==> config.mk <==
export PLATFORM = sky130hd
export DESIGN_NAME = inst_fetch_queue
export DESIGN_NICKNAME = d
export VERILOG_FILES = /design/src/rtl/inst_fetch_queue.sv
export SDC_FILE = /design/constraint.sdc
export NUM_CORES = 1
export LEC_CHECK = 0
export CORE_UTILIZATION = 53
export CTS_BUF_LIST = sky130_fd_sc_hd__clkbuf_8
export CTS_CLUSTER_SIZE = 20
export DETAILED_ROUTE_END_ITERATION = 10
export PLACE_DENSITY = 0.82
export SYNTH_ARGS = -nofsm -noshare
export SYNTH_HDL_FRONTEND = slang
export SYNTH_SLANG_ARGS = --single-unit
==> constraint.sdc <==
create_clock -name clk -period 10.9 [get_ports clk]
set_input_delay 2.18 -clock clk [delete_from_list [all_inputs] [get_ports clk]]
set_output_delay 2.18 -clock clk [all_outputs]
set_load 0.03 [all_outputs]
==> src/rtl/inst_fetch_queue.sv <==
// In-order instruction fetch queue: issues credit-limited sequential fetches to the I-cache,
// buffers returned words with their PC and fault tag, and flushes/drops stale data on redirect.
module inst_fetch_queue #(
  parameter int unsigned DEPTH    = 8,
  parameter int unsigned MAX_OUT  = 4,
  parameter logic [31:0] RESET_PC = 32'hBFC00000
) (
  input  logic        clk,
  input  logic        rst,
  output logic        req_valid,
  input  logic        req_ready,
  output logic [31:0] req_pc,
  input  logic        resp_valid,
  input  logic [31:0] resp_inst,
  input  logic        resp_err,
  output logic        inst_valid,
  input  logic        inst_ready,
  output logic [31:0] inst,
  output logic [31:0] inst_pc,
  output logic        inst_err,
  input  logic        redirect,
  input  logic [31:0] redirect_pc
);
  localparam int unsigned AW = $clog2(DEPTH);
  localparam int unsigned CW = AW + 1;
  localparam int unsigned PW = $clog2(MAX_OUT) + 1;

  logic [31:0]   r_mem_inst [DEPTH];
  logic [31:0]   r_mem_pc   [DEPTH];
  logic          r_mem_err  [DEPTH];

  logic [31:0]   r_fetch_pc;
  logic [31:0]   r_resp_pc;
  logic [CW-1:0] r_count;
  logic [PW-1:0] r_pend;
  logic [PW-1:0] r_drop;
  logic [AW-1:0] r_wr_ptr;
  logic [AW-1:0] r_rd_ptr;
  logic          r_lock;
  logic          r_mis;

  logic [31:0]   w_used;
  logic          w_req_fire;
  logic          w_pop;
  logic          w_resp_wr;
  logic          w_wr;
  logic [31:0]   w_wr_inst;
  logic          w_wr_err;

  // Slots already claimed: buffered entries plus live (non-stale) outstanding requests.
  assign w_used     = 32'(r_count) + 32'(r_pend) - 32'(r_drop);
  assign req_valid  = rst & ~redirect & ~r_lock & (r_fetch_pc[1:0] == 2'b00) &
                      (32'(r_pend) < MAX_OUT) & (w_used < DEPTH);
  assign req_pc     = r_fetch_pc;
  assign w_req_fire = req_valid & req_ready;

  assign inst_valid = (r_count != '0);
  assign w_pop      = inst_valid & inst_ready;

  // A misaligned redirect target owns the write port for exactly one cycle.
  assign w_resp_wr  = resp_valid & (r_drop == '0) & ~r_lock & ~r_mis;
  assign w_wr       = w_resp_wr | r_mis;
  assign w_wr_inst  = r_mis ? 32'd0 : resp_inst;
  assign w_wr_err   = r_mis | resp_err;

  assign inst       = inst_valid ? r_mem_inst[r_rd_ptr] : 32'd0;
  assign inst_pc    = inst_valid ? r_mem_pc[r_rd_ptr]   : 32'd0;
  assign inst_err   = inst_valid ? r_mem_err[r_rd_ptr]  : 1'b0;

  always_ff @(posedge clk) begin
    if (!redirect && w_wr) begin
      r_mem_inst[r_wr_ptr] <= w_wr_inst;
      r_mem_pc[r_wr_ptr]   <= r_resp_pc;
      r_mem_err[r_wr_ptr]  <= w_wr_err;
    end
  end

  always_ff @(posedge clk or negedge rst) begin
    if (!rst) begin
      r_fetch_pc <= RESET_PC;
      r_resp_pc  <= RESET_PC;
      r_count    <= '0;
      r_pend     <= '0;
      r_drop     <= '0;
      r_wr_ptr   <= '0;
      r_rd_ptr   <= '0;
      r_lock     <= 1'b0;
      r_mis      <= 1'b0;
    end else if (redirect) begin
      // Everything still in flight is stale; pend keeps counting it down as it returns.
      r_fetch_pc <= redirect_pc;
      r_resp_pc  <= redirect_pc;
      r_count    <= '0;
      r_wr_ptr   <= '0;
      r_rd_ptr   <= '0;
      r_lock     <= 1'b0;
      r_pend     <= r_pend - PW'(resp_valid);
      r_drop     <= r_pend - PW'(resp_valid);
      r_mis      <= (redirect_pc[1:0] != 2'b00);
    end else begin
      if (w_req_fire) r_fetch_pc <= r_fetch_pc + 32'd4;
      if (w_resp_wr)  r_resp_pc  <= r_resp_pc + 32'd4;
      r_count <= r_count + CW'(w_wr) - CW'(w_pop);
      r_pend  <= r_pend + PW'(w_req_fire) - PW'(resp_valid);
      if (resp_valid && (r_drop != '0)) r_drop <= r_drop - PW'(1);
      if (w_wr)  r_wr_ptr <= r_wr_ptr + AW'(1);
      if (w_pop) r_rd_ptr <= r_rd_ptr + AW'(1);
      if (r_mis || (w_resp_wr && resp_err)) r_lock <= 1'b1;
      r_mis <= 1'b0;
    end
  end

  assert property (@(posedge clk) disable iff (!rst)
    !(!redirect && w_wr && (32'(r_count) == DEPTH) && !w_pop));

endmodule

== Word-level counts from Yosys, hierarchy flattened ==
Memories as Yosys holds them, arrays and structs flattened.
Index checks and enable logic that the tools add are counted.

* Output and inout bits: 99
* Bits of input ports: 71
* Memory bits (writable): 520
* Word-level logic and storage cells: 78
* Flip-flop bits (word level): 82
* Memories: 3

* Reduce and logical (&&, ||, !) cells: 16
* Bitwise logic cells: 15
* $add $sub $neg: 12
* Multiplexer cells: 21
* Magnitude comparators: 2

{| class="wikitable"
|+ Memory list
! name !! words !! bits a word !! rd ports !! clocked after memory_dff !! write ports !! RTL line !! RTL
|-
| r_mem_inst || 8 || 32 || 1 || 0 || 1 || 28 || <nowiki>logic [31:0] r_mem_inst [DEPTH];</nowiki>
|-
| r_mem_pc || 8 || 32 || 1 || 0 || 1 || 29 || <nowiki>logic [31:0] r_mem_pc [DEPTH];</nowiki>
|-
| r_mem_err || 8 || 1 || 1 || 0 || 1 || 30 || <nowiki>logic r_mem_err [DEPTH];</nowiki>
|}

{| class="wikitable"
|+ Operator list
! cell !! count
|-
| 32-bit two-way mux || 7
|-
| 32-bit by 3-bit adder with 32-bit output (second input constant) || 2
|-
| 32-bit by 4-bit less-than comparator with 1-bit output (second input constant) || 1
|-
| 3-bit two-way mux || 7
|-
| 2-bit nonzero test || 7
|-
| 1-bit bitwise AND || 10
|-
| 3-bit by 1-bit adder with 3-bit output (second input constant) || 2
|-
| 1-bit two-way mux || 6
|-
| 3-bit by 1-bit subtractor with 3-bit output || 2
|-
| 5-bit by 3-bit subtractor with 6-bit output || 1
|-
| 4-bit by 3-bit adder with 5-bit output || 1
|-
| 4-bit by 1-bit adder with 4-bit output || 1
|-
| 4-bit two-way mux || 1
|-
| 4-bit nonzero test || 1
|-
| 4-bit by 1-bit subtractor with 4-bit output || 1
|-
| 3-bit by 1-bit adder with 3-bit output || 1
|-
| 1-bit logical AND || 3
|-
| 3-bit zero test || 1
|-
| 3-bit less-than comparator (second input constant) || 1
|-
| 1-bit NOT || 3
|-
| 3-bit nonzero test || 1
|-
| 3-bit by 1-bit subtractor with 3-bit output (second input constant) || 1
|-
| 2-bit zero test || 1
|-
| 1-bit OR || 2
|-
| other kinds (2) || 2
|}

== Depth between registers and ports, before layout ==
Gate-level depths: netlist of the first run.

* Word-level depth: 10
* Gate-level depth with buffers: 18
* Gate-level depth less buffers: 16

== Worst setup path before layout of the first run ==
No wires, ideal clock.

* Path type: input to register
* Start: in resp_valid
* End: mem r_mem_err[0] (enable)
* Arrival time: 7.653 ns
* Setup time: 0.568 ns
* Setup slack: 2.679 ns
* Data required time: 10.332 ns
* Stages on the path: 4
* Buffers on the path: 0
* Path through: nor4bb_1 nor2_1 or3_1 nor3_1

* Word-level cells in the longest chain between the ends: 7

{| class="wikitable"
|+ Ends and longest elaborated chain
! item !! RTL line !! RTL
|-
| start: declaration || 13 || <nowiki>input logic resp_valid,</nowiki>
|-
| 1-bit bitwise AND (3 in a row) || 61 || <nowiki>assign w_resp_wr = resp_valid & (r_drop == '0) & ~r_lock & ~r_mis;</nowiki>
|-
| 1-bit OR || 62 || <nowiki>assign w_wr = w_resp_wr | r_mis;</nowiki>
|-
| 1-bit logical AND || 71 || <nowiki>if (!redirect && w_wr) begin</nowiki>
|-
| 1-bit two-way mux || 71 ||
|-
| 1-bit two-way mux (not written as such) || 74 || <nowiki>r_mem_err[r_wr_ptr] <= w_wr_err;</nowiki>
|-
| end: declaration || 30 ||
|}

No other way between the ends.

== Worst setup path in the final report of the first run ==
* Start: in rst
* End: out req_valid

* Word-level cells in the longest chain between the ends: 5

{| class="wikitable"
|+ Ends and longest elaborated chain
! item !! RTL line !! RTL
|-
| start: declaration || 9 || <nowiki>input logic rst,</nowiki>
|-
| 1-bit bitwise AND (4 in a row) || 52 || <nowiki>assign req_valid = rst & ~redirect & ~r_lock & (r_fetch_pc[1:0] == 2'b00) &</nowiki>
|-
| 1-bit bitwise AND || 53 || <nowiki>(32'(r_pend) < MAX_OUT) & (w_used < DEPTH);</nowiki>
|-
| end: declaration || 10 || <nowiki>output logic req_valid,</nowiki>
|}

No other way between the ends.

==> metrics.cfg, run 1 <==
[critical_path]
path_buf_inv=2
critPathMaxStageDelay_ns=0.77
reg2reg_setup_slack_ns=6.77
worstPathArrival_ns=4.97
cp_slowest_cell=buf_4
crit_path_max_fanout=83
crit_chain=buf_4, nor2b_1, nand3_1, nor2_1, clkdlybuf4s50_1
worstSetupEndpointType=output pin
worst-endpoint-required_ns=8.72
crit_family=buffers and inverters
cp-start-kind=input pin
crit_type=input pin to output pin

[synth]
synth-seq-cells=602
synth_xor_area_share_pct=1.12
syn_avg_cell_area_um2=17.3
syn_inst=1446
synth_edf_count=520
synth_compound_area_share_pct=2.78
netlist_area_um2=25000
synth_cell_types=54
synth-adder-area-share_pct=1.32
synth_top_family_by_area=multiplexers
synth.area.mux_share_pct=14.9
synth-simple-area-share_pct=7.48
yosysWarnings=0
synthArstFlopShare_pct=13.6
synth_seq_area_share_pct=70.7
syn_nets=1541
synthFlopType=edfxtp_1

[sta]
min_period_over_period_pct=65.6
relSlewSlack_pct=23.2
whs_ns=0.585
finalSetupTns_ns=0
max_freq_mhz=140
finalHoldViolCount=0
setup_viol=0
skew_ns=0.0410
tightest_slew_ns=1.14
rsz0062_at_grt=no
slew_viol_final=0
worst_slack_ns=3.75
period_minus_slack_ns=7.15

[clock_tree]
path_clk_slew_ns=0.06
clk-insertion-delay-late_ns=0.65
cts_tree=built
cts_resized=0
hold_buffers=0
cts_setup_buffers=0
cts.sinks=602
cts_made_buffers=92
htreeDepth=3
clockRootBuffer=clkbuf_8
clockBufferDepth=3

[place]
pre_cts_ws_ns=3.79
gp_congestion=0.915
dpl.hpwl_um=31300
placed_cell_area_um2=27400
portBuffers=169

[routing]
dr_total_vias=14000
routed_wl_um=53500
antenna_left=0
drc=0
drt_iter0_drc=1358
wl_per_cell_um=22.9
vias_per_cell=6.00
first_pass_iters=5

[floorplan]
rows=79
start_util_pct=53.8
die_y_um=219
io_pins=170
die_x_um=219
coreArea_um2=46600
die-area_um2=48100

[cells_and_area]
fin_area_um2=29100
post-route-util_pct=62.6
final_nets=1746
drive_gt1_share_pct=18.2
n_antenna_cell=0
syn_to_final_growth_pct=16.4
final_cell_mix=520 x edfxtp_1, 167 x clkdlybuf4s50_1, 130 x mux4_2
layout.cells.most_common=edfxtp_1
n_fill_cell=3186

[hold_path]
min_path_type=flop to flop

[global_routing]
grt_max_degree=84
grt_pass1_vias=14500
overflow=0
antenna_found_initial=0
grt_pass1_wl_um=82600
grt.total_usage_pct=22.9

[run_status]
status=finished clean

[power]
ir_worst_vdd_uv=160
power_leakage_nw=9.50
cellPowerDensity_nw_per_um2=221

[flow_run]
cap_violations=0

==> power by group <==
group	switching [mW]	leakage (nW)	total, mW	internal (mW)
Sequential	0.175	5.65	2.81	2.63
Combinational	1.07	2.86	1.91	0.842
Clock	0.837	0.988	1.73	0.895
==> synth_stat cells, types with 5 or more instances <==
cell | count | area [um2]
edfxtp_1 | 520 | 15600
nor4_1 | 18 | 113
mux2i_1 | 77 | 771
nand4_1 | 18 | 113
dfstp_2 | 18 | 473
mux4_2 | 130 | 2930
nand3_1 | 27 | 135
xnor2_1 | 13 | 114
ha_1 | 20 | 250
and4_1 | 6 | 52.6
a211oi_1 | 19 | 143
nor3_1 | 24 | 120
dfrtp_1 | 64 | 1600
nand2b_1 | 11 | 68.8
nor2b_1 | 41 | 257
nand2_1 | 40 | 150
or4_1 | 11 | 82.6
nor2_1 | 129 | 484
buf_1 | 12 | 45.0
o31ai_1 | 10 | 75.1
clkbuf_1 | 58 | 218
buf_2 | 7 | 35.0
inv_1 | 34 | 128
a311oi_1 | 9 | 78.8
a21oi_1 | 22 | 110
or3_1 | 5 | 31.3
a31oi_1 | 8 | 50.1
o21ai_0 | 16 | 80.1
xor2_1 | 19 | 166
and3_1 | 14 | 87.6
a221oi_1 | 5 | 43.8
==> sequential cells by signal, indices dropped and copies added (netlist names) <==
name	cells
r_mem_pc	256
req_pc	32
r_pend	3
r_lock	1
r_rd_ptr	3
r_mis	1
r_wr_ptr	3
r_mem_inst	256
r_mem_err	8
r_count	4
r_resp_pc	32
r_drop	3
==> worst paths after layout <==
kind,to,depth (start not counted),startpoint
setup / recovery,req_valid,5,rst
hold / removal,req_pc[0],2,req_pc[0]
setup reg to reg,r_mem_inst[2][10],7,r_drop[0]
hold reg to reg,req_pc[0],2,req_pc[0]
max in group asynchronous,r_rd_ptr[0],1,rst
min in group asynchronous,req_pc[30],1,rst
==> layout make-up <==
cell class	instances	area, um2	area share (%)
repair buffers	189	1830	6.30
clock buffers	100	1380	4.73
flip-flops and latches	602	17700	60.8
well taps	607	759	2.61
inverters	34	128	0.438
clock inverters	71	362	1.24
multi-input cells	732	6960	23.9
==> per-stage QoR <==
stage | total power, mW | cells
3_5_place_dp | 4.78 | 2164
2_1_floorplan | 4.09 | 1446
5_1_grt | 6.73 | 2335
4_1_cts | 6.50 | 2335
3_3_place_gp | 4.73 | 2164
6_report | 6.45 | 2335
==> cell families after synthesis <==
logic type,count (synthesis)
flops,602
simple gates,364
mux,209
buf+inv,112
compound gates,103
xor+xnor,32
fa+ha+maj,24
==> worst register-to-register path, stage by stage (launching register included) <==
cell and delay [ns]:
dfrtp_1 0.40, inv_1 0.12, ha_1 0.20, nor4bb_1 0.75, nor2_1 0.28, or3_1 0.55, nor2_4 0.67, buf_4 0.77
==> layer usage <==
metal	global-route usage, %	routed length, um	share of wire, %	vias up
met2	38.1	26700	50	626
met1	31.0	22100	41	7172
met4	6.16	757	1.4	0
li1	-	-	-	6150
met5	0	0	0	-
met3	4.41	3990	7.5	67
(Power assumes the default switching activity.)
==> run 2, diff against run 1 <==
Settings changed: PLACE_DENSITY 0.82 to 0.85.
Clock period 10.9 ns to 6.56 ns, I/O delays scaled along.
==> run 2 against run 1 <==
Sequential power increased by 65%. Core utilization increased by 0.36 points. Power increased by 68%. Non-clock buffer count increased by 6. Via count increased by 1.4%. Wire length increased by 3.6%. Clock skew decreased by 0.0094 ns. Cell count increased by 0.39%. Count of clock-buffer cells in the layout increased by 1. Clock power increased by 71%. Register-to-register slack got worse by 4.0 ns. Critical path type is now flop to output pin. Largest power group unchanged. Highest routed layer is now met5.
==> metrics.cfg, run 2 (synthesized netlist as in run 1, its figures left out) <==
[sta]
period_minus_slack_ns=4.93
min_period_over_period_pct=75.1
tightest_slew_ns=1.18  ; +0.0464 ns
rsz0062_at_grt=no
finalHoldViolCount=0  ; unchanged
max_freq_mhz=203
finalSetupTns_ns=0  ; unchanged
slew_viol_final=0  ; unchanged
skew_ns=0.0315  ; -0.00944 ns
setup_viol=0  ; unchanged
relSlewSlack_pct=20.1  ; -3.1 points

[critical_path]
critPathMaxStageDelay_ns=1.08  ; +0.31 ns
worstPathArrival_ns=3.62  ; -1.35 ns
worst-endpoint-required_ns=5.25  ; -3.47 ns
crit_chain=buf_12, mux4_2, mux2i_1, nor2_1, clkdlybuf4s50_1
cp_slowest_cell=dfrtp_4
crit_type=flop to output pin
worstSetupEndpointType=output pin
crit_path_max_fanout=72  ; -13%
cp-start-kind=flop

[clock_tree]
path_clk_slew_ns=0.06  ; about the same
cts_setup_buffers=0  ; unchanged
clk-insertion-delay-late_ns=0.66  ; about the same
clockBufferDepth=3  ; unchanged
clockRootBuffer=clkbuf_8
cts_tree=built
cts_resized=0  ; unchanged
hold_buffers=0  ; unchanged
cts_made_buffers=94  ; +2.2%
cts.sinks=602  ; unchanged
htreeDepth=3  ; unchanged

[cells_and_area]
final_nets=1754  ; +0.46%
post-route-util_pct=62.9  ; +0.36 points
syn_to_final_growth_pct=17.0
n_fill_cell=3095  ; -2.9%
fin_area_um2=29300  ; +0.58%
reg_top3=r_mem_inst (256), r_mem_pc (256)
layout.cells.most_common=edfxtp_1
final_cell_mix=520 x edfxtp_1, 167 x clkdlybuf4s50_1, 130 x mux4_2
n_antenna_cell=0  ; unchanged
drive_gt1_share_pct=18.5  ; +0.37 points

[power]
comb_power_share_pct=29.9  ; +0.3 points
intPower_mw=7.31  ; +67%
power_switching_mw=3.54  ; +70%
power_switching_share_pct=32.6  ; +0.39 points
ir_worst_vdd_uv=278  ; +73%
p_clk_share_pct=27.3  ; +0.4 points
cellPowerDensity_nw_per_um2=370  ; +67%
seqPwrFrac_pct=42.8  ; -0.7 points
power_leakage_nw=9.60  ; +1.0%

[global_routing]
grt.total_usage_pct=23.7  ; +0.86 points
grt_max_degree=92  ; +9.5%
grt_pass1_wl_um=85100  ; +3.1%
antenna_found_initial=1  ; +1
overflow=0  ; unchanged
grt_pass1_vias=14800  ; +2.1%

[floorplan]
rows=79  ; unchanged
io_pins=170  ; unchanged
die-area_um2=48100  ; unchanged
die_y_um=219  ; unchanged
die_x_um=219  ; unchanged
coreArea_um2=46600  ; unchanged
start_util_pct=53.8  ; unchanged

[routing]
antenna_left=0  ; unchanged
drc=0  ; unchanged
vias_per_cell=6.06  ; +1.0%
first_pass_iters=5  ; unchanged
dr_total_vias=14200  ; +1.4%
drt_iter0_drc=1256  ; -7.5%
wl_per_cell_um=23.7  ; +3.2%
routed_wl_um=55500  ; +3.6%

[place]
placed_cell_area_um2=27500  ; +0.44%
portBuffers=169  ; unchanged
gp_congestion=0.894  ; -2.3%
dpl.hpwl_um=33400  ; +6.8%

[hold_path]
min_path_type=flop to flop

[flow_run]
cap_violations=0  ; unchanged

[run_status]
status=finished clean

==> run 2: cell count changes in the layout (fill, tap and decap cells not counted), moves of 2 or more <==
cell / previous run / this run
clkinv_1: 24 / 18
nor3_4: 0 / 2
inv_1: 61 / 68
buf_12: 0 / 5
clkinvlp_4: 4 / 1
nor3_2: 2 / 0
inv_8: 0 / 3
==> run 2: power groups by stage <==
stage          registers, mW  clock network [mW]  logic [mW]
4_1_cts                 4.64                3.01        3.28
3_3_place_gp            4.70                   0        3.21
3_5_place_dp            4.71                   0        3.26
6_report                4.64                2.96        3.25
2_1_floorplan           4.60                   0        2.19
5_1_grt                 4.67                3.17        3.47
==> run 2: routing by layer <==
layer  GRT usage [%]  part of all wire, %
met5               0                0.016
met2            39.2                   50
met4            6.71                  1.8
met1            32.4                   40
met3            4.41                  7.9
==> run 2: stage by stage <==
stage	setup WS, ns	hold slack [ns]	std cells	power [mW]
final	1.63	0.569	2344	10.8
after global routing	1.48	0.597	2344	11.3
after CTS	1.48	0.554	2344	10.9
after detailed placement	1.63	0.567	2170	7.97
after global placement	1.77	0.545	2170	7.90
after floorplan	0.952	0.512	1446	6.79
==> run 2: worst max-delay path, delay by kind of cell, from the launching register on <==
family                 cells  cell delay, ns
buffers and inverters      2            1.04
AND/OR/NAND/NOR            1            0.07
flip-flops                 1            1.08
multiplexers               2            0.70
==> run 2: layout make-up <==
cell class	instances	area, um2	area share (%)
Sequential cell	602	17700	60.4
Multi-Input combinational cell	732	6970	23.8
Timing Repair Buffer	195	1940	6.63
Clock buffer	101	1390	4.75
Tap cell	607	759	2.59
Clock inverter	73	397	1.35
Inverter	34	128	0.436
==> run 2: worst paths after layout <==
check,from,to,slack [ns],depth (start not counted)
max in group asynchronous,rst,r_rd_ptr[0],4.83,2
hold / removal,req_pc[0],req_pc[0],0.57,2
setup reg to reg,r_count[1],r_pend[2],2.76,17
min in group asynchronous,rst,r_rd_ptr[2],0.59,1
hold reg to reg,req_pc[0],req_pc[0],0.57,2
setup / recovery,r_rd_ptr[1],inst_pc[23],1.63,5
